## config.mk

```make
export PLATFORM = sky130hd
export DESIGN_NAME = button_mode_ctrl
export DESIGN_NICKNAME = d
export VERILOG_FILES = /design/src/rtl/button_mode_pkg.sv /design/src/rtl/btn_debounce.sv /design/src/rtl/button_mode_ctrl.sv
export SDC_FILE = /design/constraint.sdc
export NUM_CORES = 1
export LEC_CHECK = 0
export ABC_AREA = 1
export BUFFER_PORTS_ARGS = -buffer_cell sky130_fd_sc_hd__buf_2
export CAP_MARGIN = 25
export CORE_MARGIN = 3
export CORE_UTILIZATION = 40
export DETAILED_ROUTE_END_ITERATION = 10
export GPL_ROUTABILITY_DRIVEN = 0
export GPL_TIMING_DRIVEN = 0
export PLACE_DENSITY = 0.65
export SLEW_MARGIN = 15
export SYNTH_ARGS = -nofsm -noshare
export SYNTH_HDL_FRONTEND = slang
export SYNTH_SLANG_ARGS = --single-unit
export TNS_END_PERCENT = 100
```

## constraint.sdc

```tcl
create_clock -name clk -period 2.05 [get_ports clk]
set_input_delay 0.3075 -clock clk [delete_from_list [all_inputs] [get_ports clk]]
set_output_delay 0.3075 -clock clk [all_outputs]
set_load 0.05 [all_outputs]
```

## src/rtl/button_mode_pkg.sv

```systemverilog
// button_mode_pkg: shared types for the single-button light mode controller.
//   MODE_W  - width of the mode encoding driven on the mode output
//   mode_e  - OFF / ON / BLINK encodings (value 3 is never used)
package button_mode_pkg;
   localparam int MODE_W = 2;

   typedef enum logic [MODE_W-1:0] {
      MODE_OFF   = 2'd0,
      MODE_ON    = 2'd1,
      MODE_BLINK = 2'd2
   } mode_e;
endpackage

```

## src/rtl/btn_debounce.sv

```systemverilog
// btn_debounce: conditions a raw push-button into one-cycle press and
// long-press events.
//   clk_i      - clock, rising edge
//   rst_ni     - synchronous active-low reset
//   button_i   - raw asynchronous button level, active-high
//   press_o    - one-cycle pulse per accepted rising edge of the filtered level
//   long_evt_o - one-cycle pulse when the filtered level has been high long enough
// Build option: BUTTON_MODE_DEBOUNCE_EN enables the DEB_CYCLES stability
// filter; without it the synchronised level is used directly.
module btn_debounce #(
   parameter int DEB_CYCLES  = 4,
   parameter int LONG_CYCLES = 32
) (
   input  logic clk_i,
   input  logic rst_ni,
   input  logic button_i,
   output logic press_o,
   output logic long_evt_o
);
   localparam int HW = $clog2(LONG_CYCLES + 1);

   logic          s1_q, btn_s_q;
   logic [1:0]    vld_q;
   logic          armed_q;
   logic          btn_db, btn_db_q;
   logic [HW-1:0] hcnt_q;

   // Two-flop synchroniser. vld_q marks when btn_s_q holds a real sample
   // rather than its reset value.
   always_ff @(posedge clk_i) begin
      if (!rst_ni) begin
         s1_q    <= 1'b0;
         btn_s_q <= 1'b0;
         vld_q   <= '0;
      end else begin
         s1_q    <= button_i;
         btn_s_q <= s1_q;
         vld_q   <= {vld_q[0], 1'b1};
      end
   end

   // Presses are only honoured once the button has been seen released after
   // reset, so a button held through reset does not count as a press.
   always_ff @(posedge clk_i) begin
      if (!rst_ni)                   armed_q <= 1'b0;
      else if (vld_q[1] && !btn_s_q) armed_q <= 1'b1;
   end

`ifdef BUTTON_MODE_DEBOUNCE_EN
   localparam int DW = (DEB_CYCLES > 1) ? $clog2(DEB_CYCLES) : 1;

   logic          db_q;
   logic [DW-1:0] dcnt_q;

   // Accept a new level only after it has differed for DEB_CYCLES edges in a row.
   always_ff @(posedge clk_i) begin
      if (!rst_ni) begin
         db_q   <= 1'b0;
         dcnt_q <= '0;
      end else if (btn_s_q != db_q) begin
         if (dcnt_q == DW'(DEB_CYCLES - 1)) begin
            db_q   <= btn_s_q;
            dcnt_q <= '0;
         end else begin
            dcnt_q <= dcnt_q + 1'b1;
         end
      end else begin
         dcnt_q <= '0;
      end
   end

   assign btn_db = db_q;
`else
   localparam int unused_deb_cycles = DEB_CYCLES;

   assign btn_db = btn_s_q;
`endif

   // Edge delay and hold counter; hcnt saturates so long_evt fires once per hold.
   always_ff @(posedge clk_i) begin
      if (!rst_ni) begin
         btn_db_q <= 1'b0;
         hcnt_q   <= '0;
      end else begin
         btn_db_q <= btn_db;
         if (!btn_db)                      hcnt_q <= '0;
         else if (hcnt_q != HW'(LONG_CYCLES)) hcnt_q <= hcnt_q + 1'b1;
      end
   end

   assign press_o    = btn_db & ~btn_db_q & armed_q;
   assign long_evt_o = btn_db & (hcnt_q == HW'(LONG_CYCLES - 1));
endmodule

```

## src/rtl/button_mode_ctrl.sv

```systemverilog
// button_mode_ctrl: single-button light mode controller. Successive presses
// step OFF -> ON -> BLINK -> OFF; a long press forces OFF.
//   clk    - clock, rising edge
//   rst_n  - synchronous active-low reset
//   button - raw asynchronous button level, active-high
//   light  - registered light drive (0 in OFF, 1 in ON, square wave in BLINK)
//   mode   - registered state: 0 OFF, 1 ON, 2 BLINK
// Build option: BUTTON_MODE_DEBOUNCE_EN (see btn_debounce).
module button_mode_ctrl
   import button_mode_pkg::*;
#(
   parameter int DEB_CYCLES  = 4,
   parameter int BLINK_HALF  = 8,
   parameter int LONG_CYCLES = 32
) (
   input  logic              clk,
   input  logic              rst_n,
   input  logic              button,
   output logic              light,
   output logic [MODE_W-1:0] mode
);
   localparam logic [MODE_W-1:0] ST_OFF   = MODE_OFF;
   localparam logic [MODE_W-1:0] ST_ON    = MODE_ON;
   localparam logic [MODE_W-1:0] ST_BLINK = MODE_BLINK;
   localparam int BW = (BLINK_HALF > 1) ? $clog2(BLINK_HALF) : 1;

   logic              press, long_evt;
   logic [MODE_W-1:0] mode_q, mode_d;
   logic              light_q, light_d;
   logic [BW-1:0]     bcnt_q, bcnt_d;

   btn_debounce #(
      .DEB_CYCLES  (DEB_CYCLES),
      .LONG_CYCLES (LONG_CYCLES)
   ) u_deb (
      .clk_i      (clk),
      .rst_ni     (rst_n),
      .button_i   (button),
      .press_o    (press),
      .long_evt_o (long_evt)
   );

   always_comb begin
      mode_d = mode_q;
      if (long_evt) begin
         mode_d = ST_OFF;
      end else if (press) begin
         case (mode_q)
            ST_OFF:  mode_d = ST_ON;
            ST_ON:   mode_d = ST_BLINK;
            default: mode_d = ST_OFF;
         endcase
      end

      // Light follows the next state so a mode change and its light value
      // land on the same edge; bcnt is zero outside BLINK.
      light_d = 1'b0;
      bcnt_d  = '0;
      case (mode_d)
         ST_ON: light_d = 1'b1;
         ST_BLINK: begin
            if (mode_q != ST_BLINK) begin
               light_d = 1'b1;
            end else if (bcnt_q == BW'(BLINK_HALF - 1)) begin
               light_d = ~light_q;
            end else begin
               light_d = light_q;
               bcnt_d  = bcnt_q + 1'b1;
            end
         end
         default: ;
      endcase
   end

   always_ff @(posedge clk) begin
      if (!rst_n) begin
         mode_q  <= ST_OFF;
         light_q <= 1'b0;
         bcnt_q  <= '0;
      end else begin
         mode_q  <= mode_d;
         light_q <= light_d;
         bcnt_q  <= bcnt_d;
      end
   end

   assign mode  = mode_q;
   assign light = light_q;
endmodule
```

## Word level (Yosys, flattened, before mapping)

Index checks and enable logic that the tools add are counted.

| word-level totals | value |
|---|---|
| register bits after elaboration | 18 |
| bits of input ports | 3 |
| output and inout port bits | 3 |
| word-level logic and storage cells | 39 |

| operators by class | value |
|---|---|
| $add $sub $neg | 2 |
| equal/unequal tests | 8 |
| multiplexer cells | 7 |
| bitwise operators | 7 |
| reduce and logical (&&, ||, !) cells | 5 |

Operator list:

| operator | number |
|---|---|
| $add A6 B1 Y6 const B | 1 |
| $eq A6 B5 Y1 const B | 1 |
| $ne A6 B6 Y1 const B | 1 |
| $eq A2 B1 Y1 const B | 2 |
| $mux W2 | 2 |
| $not A1 Y1 | 4 |
| $pmux W2 S2 | 1 |
| $reduce_or A4 Y1 | 1 |
| $add A3 B1 Y3 const B | 1 |
| $and A1 B1 Y1 | 3 |
| $eq A3 B3 Y1 const B | 1 |
| $mux W1 | 3 |
| $ne A3 B3 Y1 const B | 1 |
| $eq A2 B2 Y1 const B | 1 |
| $logic_not A2 Y1 | 1 |
| $ne A2 B2 Y1 const B | 1 |
| $pmux W1 S2 | 1 |
| $reduce_and A2 Y1 | 1 |
| $logic_and A1 B1 Y1 | 1 |
| $logic_not A1 Y1 | 1 |

## Longest topological paths before layout

| depth | value |
|---|---|
| depth in word-level cells | 8 |
| gate-level depth with buffers | 12 |
| depth with buffers taken out | 12 |

## Cells and area by module

A second synthesis with hierarchy kept.

| unflattened totals | value |
|---|---|
| cells, all modules | 104 |
| area total of the unflattened synthesis | 780.7 sq um |

Modules (own cells, without submodules):

| module | instances | cells an instance | area an instance (sq um) | seq. area each (sq um) |
|---|---|---|---|---|
| btn_debounce | 1 | 61 | 475.5 | 240.2 |
| button_mode_ctrl | 1 | 43 | 305.3 | 120.1 |

## Worst setup path after synthesis

Ideal clock, no wire load.

| timing | value |
|---|---|
| path kind | flip-flop to flip-flop |
| from | register mode_q[1], in the netlist mode[1] |
| to | register light_q, in the netlist light |
| setup time | 0.060 ns |
| data arrival time | 1.686 ns |
| data required time | 1.990 ns |
| path slack | 0.304 ns |
| cell stages (with the launch flop) | 11 |
| buffers on the path | 0 |
| period minus slack after synthesis | 1.746 ns |
| cell sequence | dfxtp_1 inv_1 nand2_1 nand2_1 nand3_1 inv_1 ha_1 or2_0 nor2_1 nand2_1 nand2_1 |

| on the way | value |
|---|---|
| cells in the longest elaborated chain, start to end | 6 |
| elaborated cells between the ends (all ways) | 11 |
| classes of those cells | eq/ne: 5; mux: 5; reduce/logical: 1 |

Ends and longest elaborated chain:

| what | line | source |
|---|---|---|
| start, declared | button_mode_ctrl.sv:28 | `logic [MODE_W-1:0] mode_q, mode_d;` |
| start signal, assigned | button_mode_ctrl.sv:81 | `mode_q <= mode_d;` |
| $eq A2 B1 Y1 / $logic_not A2 Y1 (equally long branches) | button_mode_ctrl.sv:48 | `case (mode_q)` |
| $pmux W2 S2 | button_mode_ctrl.sv:48 |  |
| $mux W2 (*) | button_mode_ctrl.sv:47 | `end else if (press) begin` |
| $mux W2 (*) | button_mode_ctrl.sv:45 | `if (long_evt) begin` |
| net mode_d[1] | button_mode_ctrl.sv:28 |  |
| $eq A2 B2 Y1 / $eq A2 B1 Y1 (equally long branches) | button_mode_ctrl.sv:59 | `case (mode_d)` |
| $pmux W1 S2 / $ne A3 B3 Y1 (equally long branches) | n/a |  |
| end signal, assigned | button_mode_ctrl.sv:82 | `light_q <= light_d;` |
| end, declared | button_mode_ctrl.sv:29 | `logic light_q, light_d;` |

Mark *: on every way through the listed nets, which the timed path passes. The rest lies on a longest branch.
A chain may end at the register's enable or synchronous reset.

## Worst setup path in the final report

| timing | value |
|---|---|
| from | register u_deb.hcnt_q[0] |
| to | register light_q, in the netlist light |

| on the way | value |
|---|---|
| cells in the longest elaborated chain, start to end | 5 |
| elaborated cells between the ends (all ways) | 7 |
| classes of those cells | eq/ne: 4; mux: 2; bitwise: 1 |

Ends and longest elaborated chain:

| what | line | source |
|---|---|---|
| start, declared | btn_debounce.sv:26 | `logic [HW-1:0] hcnt_q;` |
| start signal, assigned | btn_debounce.sv:87 | `else if (hcnt_q != HW'(LONG_CYCLES)) hcnt_q <= hcnt_q + 1'b1;` |
| $eq A6 B5 Y1 (*) | btn_debounce.sv:92 | `assign long_evt_o = btn_db & (hcnt_q == HW'(LONG_CYCLES - 1));` |
| $and A1 B1 Y1 (*) | btn_debounce.sv:92 |  |
| $mux W2 (*) | button_mode_ctrl.sv:45 |  |
| net mode_d[1] | button_mode_ctrl.sv:28 |  |
| $eq A2 B2 Y1 / $eq A2 B1 Y1 (equally long branches) | button_mode_ctrl.sv:59 |  |
| $pmux W1 S2 / $ne A3 B3 Y1 (equally long branches) | n/a |  |

Marked as above.

==> results.sh <==
export IMPL_htree_levels=1
export IMPL_period_share=0.870
export IMPL_synth_cell_types=14
export IMPL_start_util=0.444
export IMPL_crit_top_cell="nand2_1"
export IMPL_port_buffers=5
export IMPL_vias=629
export IMPL_leakagePower_nw=0.434
export IMPL_wl_mm=1.17
export IMPL_worstSetupEndpointType="flip-flop"
export IMPL_drtIter0Drc=11
export IMPL_dp_hpwl_um=896
export IMPL_power_density_mw_per_mm2=676
export IMPL_cpMaxStageDelayCell="dfxtp_1"
export IMPL_drtAntennaViolNets=0
export IMPL_pwr_share_seq=0.599
export IMPL_status="finished clean"
export IMPL_worstPathRequired_ns=2.29
export IMPL_cts_buffers=3
export IMPL_fp_dieW_um=50.7
export IMPL_totalNegativeSetupSlack_ns=0
export IMPL_final_layout_size_suffix_gt1_frac=0.0833
export IMPL_post_place_ws_ns=0.273
export IMPL_ios=6
export IMPL_clkLatencyLatePin_ns=0.29
export IMPL_yosys_warnings=0
export IMPL_hold_depth=3
export IMPL_grt_ovfl_total=0
export IMPL_antenna_found_initial=0
export IMPL_layout_nets=130
export IMPL_area_delta_synth_final_pct=11.6
export IMPL_fillers=191
export IMPL_rrSetupSlack_ns=0.27
export IMPL_first_pass_iters=4
export IMPL_cts_root_buffer="clkbuf_4"
export IMPL_cts_buffer_depth=2
export IMPL_hold_violations=0
export IMPL_clock_skew_final_ns=0.00509
export IMPL_clkPwrFrac=0.358
export IMPL_wl_per_cell_um=8.05
export IMPL_ctsHoldBuffers=0
export IMPL_cts_resized=0
export IMPL_rsz0062_at_grt="no"
export IMPL_via_per_inst=4.34
export IMPL_postLayoutCoreUtil=0.495
export IMPL_yosysTopAreaCellShare=0.451
export IMPL_postPlaceCellArea_sq_um=856
export IMPL_cts_tree="yes"
export IMPL_cts_num_sinks=18
export IMPL_ir_worst_vdd_mv=0.395
export IMPL_die_area_sq_mm=0.00257
export IMPL_internal_power_mw=0.474
export IMPL_layout_setup_ws_ns=0.266
export IMPL_power_mw=0.603
export IMPL_r2r_end="light$_SDFFE_PN0P_"
export IMPL_synth_fp_nets=120
export IMPL_die_h_um=50.7
export IMPL_pwr_share_comb=0.043
export IMPL_start_kind="flip-flop"
export IMPL_cpPeakStageDelay_ns=0.41
export IMPL_drc=0
export IMPL_mostFrequentLayoutCell="nand2_1"
export IMPL_post_cts_setup_buffers=0
export IMPL_maxCapViolCount=0
export IMPL_cp_max_fo=5
export IMPL_diodes=0
export IMPL_layout_cells_most_common_list="nand2_1, nor2_1, inv_1"
export IMPL_netSwitchingPower_mw=0.129
export IMPL_r2r_start="u_deb.hcnt_q[0]$_SDFFE_PN0P_"
export IMPL_tightest_slew_ns=0.249
export IMPL_hold_path_startpoint="button"
export IMPL_grt_pass1_wl_mm=2.13
export IMPL_clkSlewWorstSetupHoldPaths_ns=0.10
export IMPL_synth_cells=111
export IMPL_switching_share=0.214
export IMPL_seq_area_frac_synth=0.451
export IMPL_hold_path_endpoint="u_deb.s1_q$_SDFF_PN0_"
export IMPL_globalRouteTotalUtil=0.109
export IMPL_yosys_area_top_type="dfxtp_1"
export IMPL_crit_type="flip-flop to flip-flop"
export IMPL_setup_viol=0
export IMPL_maxSlewViolCount=0
export IMPL_worstRegToRegCells=11
export IMPL_grt_max_degree=11
export IMPL_max_freq_ghz=0.560
export IMPL_netlist_top_cells_area="dfxtp_1, nand2_1, nor2_1"
export IMPL_hp_class="input pin to flip-flop"
export IMPL_crit_chain="ha_1 > nand2_1 > nor2_1 > nand2_1 > nand3_1 > inv_1 > ha_1 > or2_0 > nor2_1 > nand2_1 > nand2_1"
export IMPL_coreArea_sq_mm=0.00180
export IMPL_period_minus_slack_ns=1.78
export IMPL_synth_avg_cell_area_sq_um=7.20
export IMPL_rows=15
export IMPL_stdcell_area_sq_um=892
export IMPL_max_slew_margin_rel=0.835
export IMPL_critPathArrivalTime_ns=2.03
export IMPL_ys_ff_latch=18
export IMPL_grt_pass1_vias=564
export IMPL_syn_area_sq_um=800
==> kinds of logic (layout without fill, tap and decap cells) <==
group / after synthesis / in the layout / synth area share
simple gates: 60 / 60 / 0.302
xor+xnor: 3 / 3 / 0.0329
buf+inv: 21 / 30 / 0.0986
fa+ha+maj: 6 / 6 / 0.0939
compound gates: 3 / 3 / 0.0219
flops: 18 / 18 / 0.451
==> worst max-delay path: cells and delay by family, from the launching register on <==
family	cells	cell delay, ns
adders and majority gates	2	0.49
buffers and inverters	1	0.06
and+or+nand+nor	8	0.78
DFF	1	0.41
==> layer usage <==
metal,part of all wire,GRT usage
met5,0,0
met4,0.010,0.0538
met3,0.033,0.0356
met2,0.42,0.165
met1,0.54,0.138
==> worst max-delay path by stage <==
stage	startpoint	to	cells past startpoint
finish	u_deb.hcnt_q[0]$_SDFFE_PN0P_	light$_SDFFE_PN0P_	11
global route	u_deb.hcnt_q[0]$_SDFFE_PN0P_	light$_SDFFE_PN0P_	11
CTS	u_deb.hcnt_q[0]$_SDFFE_PN0P_	light$_SDFFE_PN0P_	11
detailed placement	u_deb.hcnt_q[0]$_SDFFE_PN0P_	light$_SDFFE_PN0P_	11
global placement	u_deb.hcnt_q[0]$_SDFFE_PN0P_	light$_SDFFE_PN0P_	11
floorplan	mode[1]$_SDFF_PN0_	light$_SDFFE_PN0P_	10
==> flip-flops by register name (all words and copies together) (netlist names), 2 cells and up <==
signal        cells
bcnt_q            3
u_deb.vld_q       2
mode              2
u_deb.hcnt_q      6
==> Yosys cell counts <==
master / number
inv_1: 20
nand3_1: 8
xnor2_1: 1
a21oi_1: 2
ha_1: 6
nor3_1: 1
nand4_1: 1
xor2_1: 2
dfxtp_1: 18
nor2_1: 21
inv_2: 1
or2_0: 1
nand2_1: 28
o21bai_1: 1
==> layout make-up <==
type	count	area [sq um]	area share
Timing Repair Buffer	5	25.0	0.0281
Sequential cell	18	360	0.404
Multi-Input combinational cell	72	360	0.404
Inverter	21	78.8	0.0884
Clock buffer	4	36.3	0.0407
Tap cell	25	31.3	0.0351
==> stage by stage <==
| step | cells | hold WS (ns) |
|---|---|---|
| 2_1_floorplan | 111 | 0.335 |
| 3_3_place_gp | 141 | 0.394 |
| 3_5_place_dp | 141 | 0.396 |
| 4_1_cts | 145 | 0.187 |
| 5_1_grt | 145 | 0.179 |
| 6_report | 145 | 0.193 |
==> power groups by stage <==
stage / Sequential [mW] / Clock (mW) / Combinational (mW)
after detailed placement: 0.369 / 0 / 0.0258
after global routing: 0.362 / 0.243 / 0.0303
final: 0.361 / 0.216 / 0.0257
after floorplan: 0.372 / 0 / 0.0153
after CTS: 0.361 / 0.225 / 0.0258
after global placement: 0.369 / 0 / 0.0254
Power figures use the tool's default switching activity.
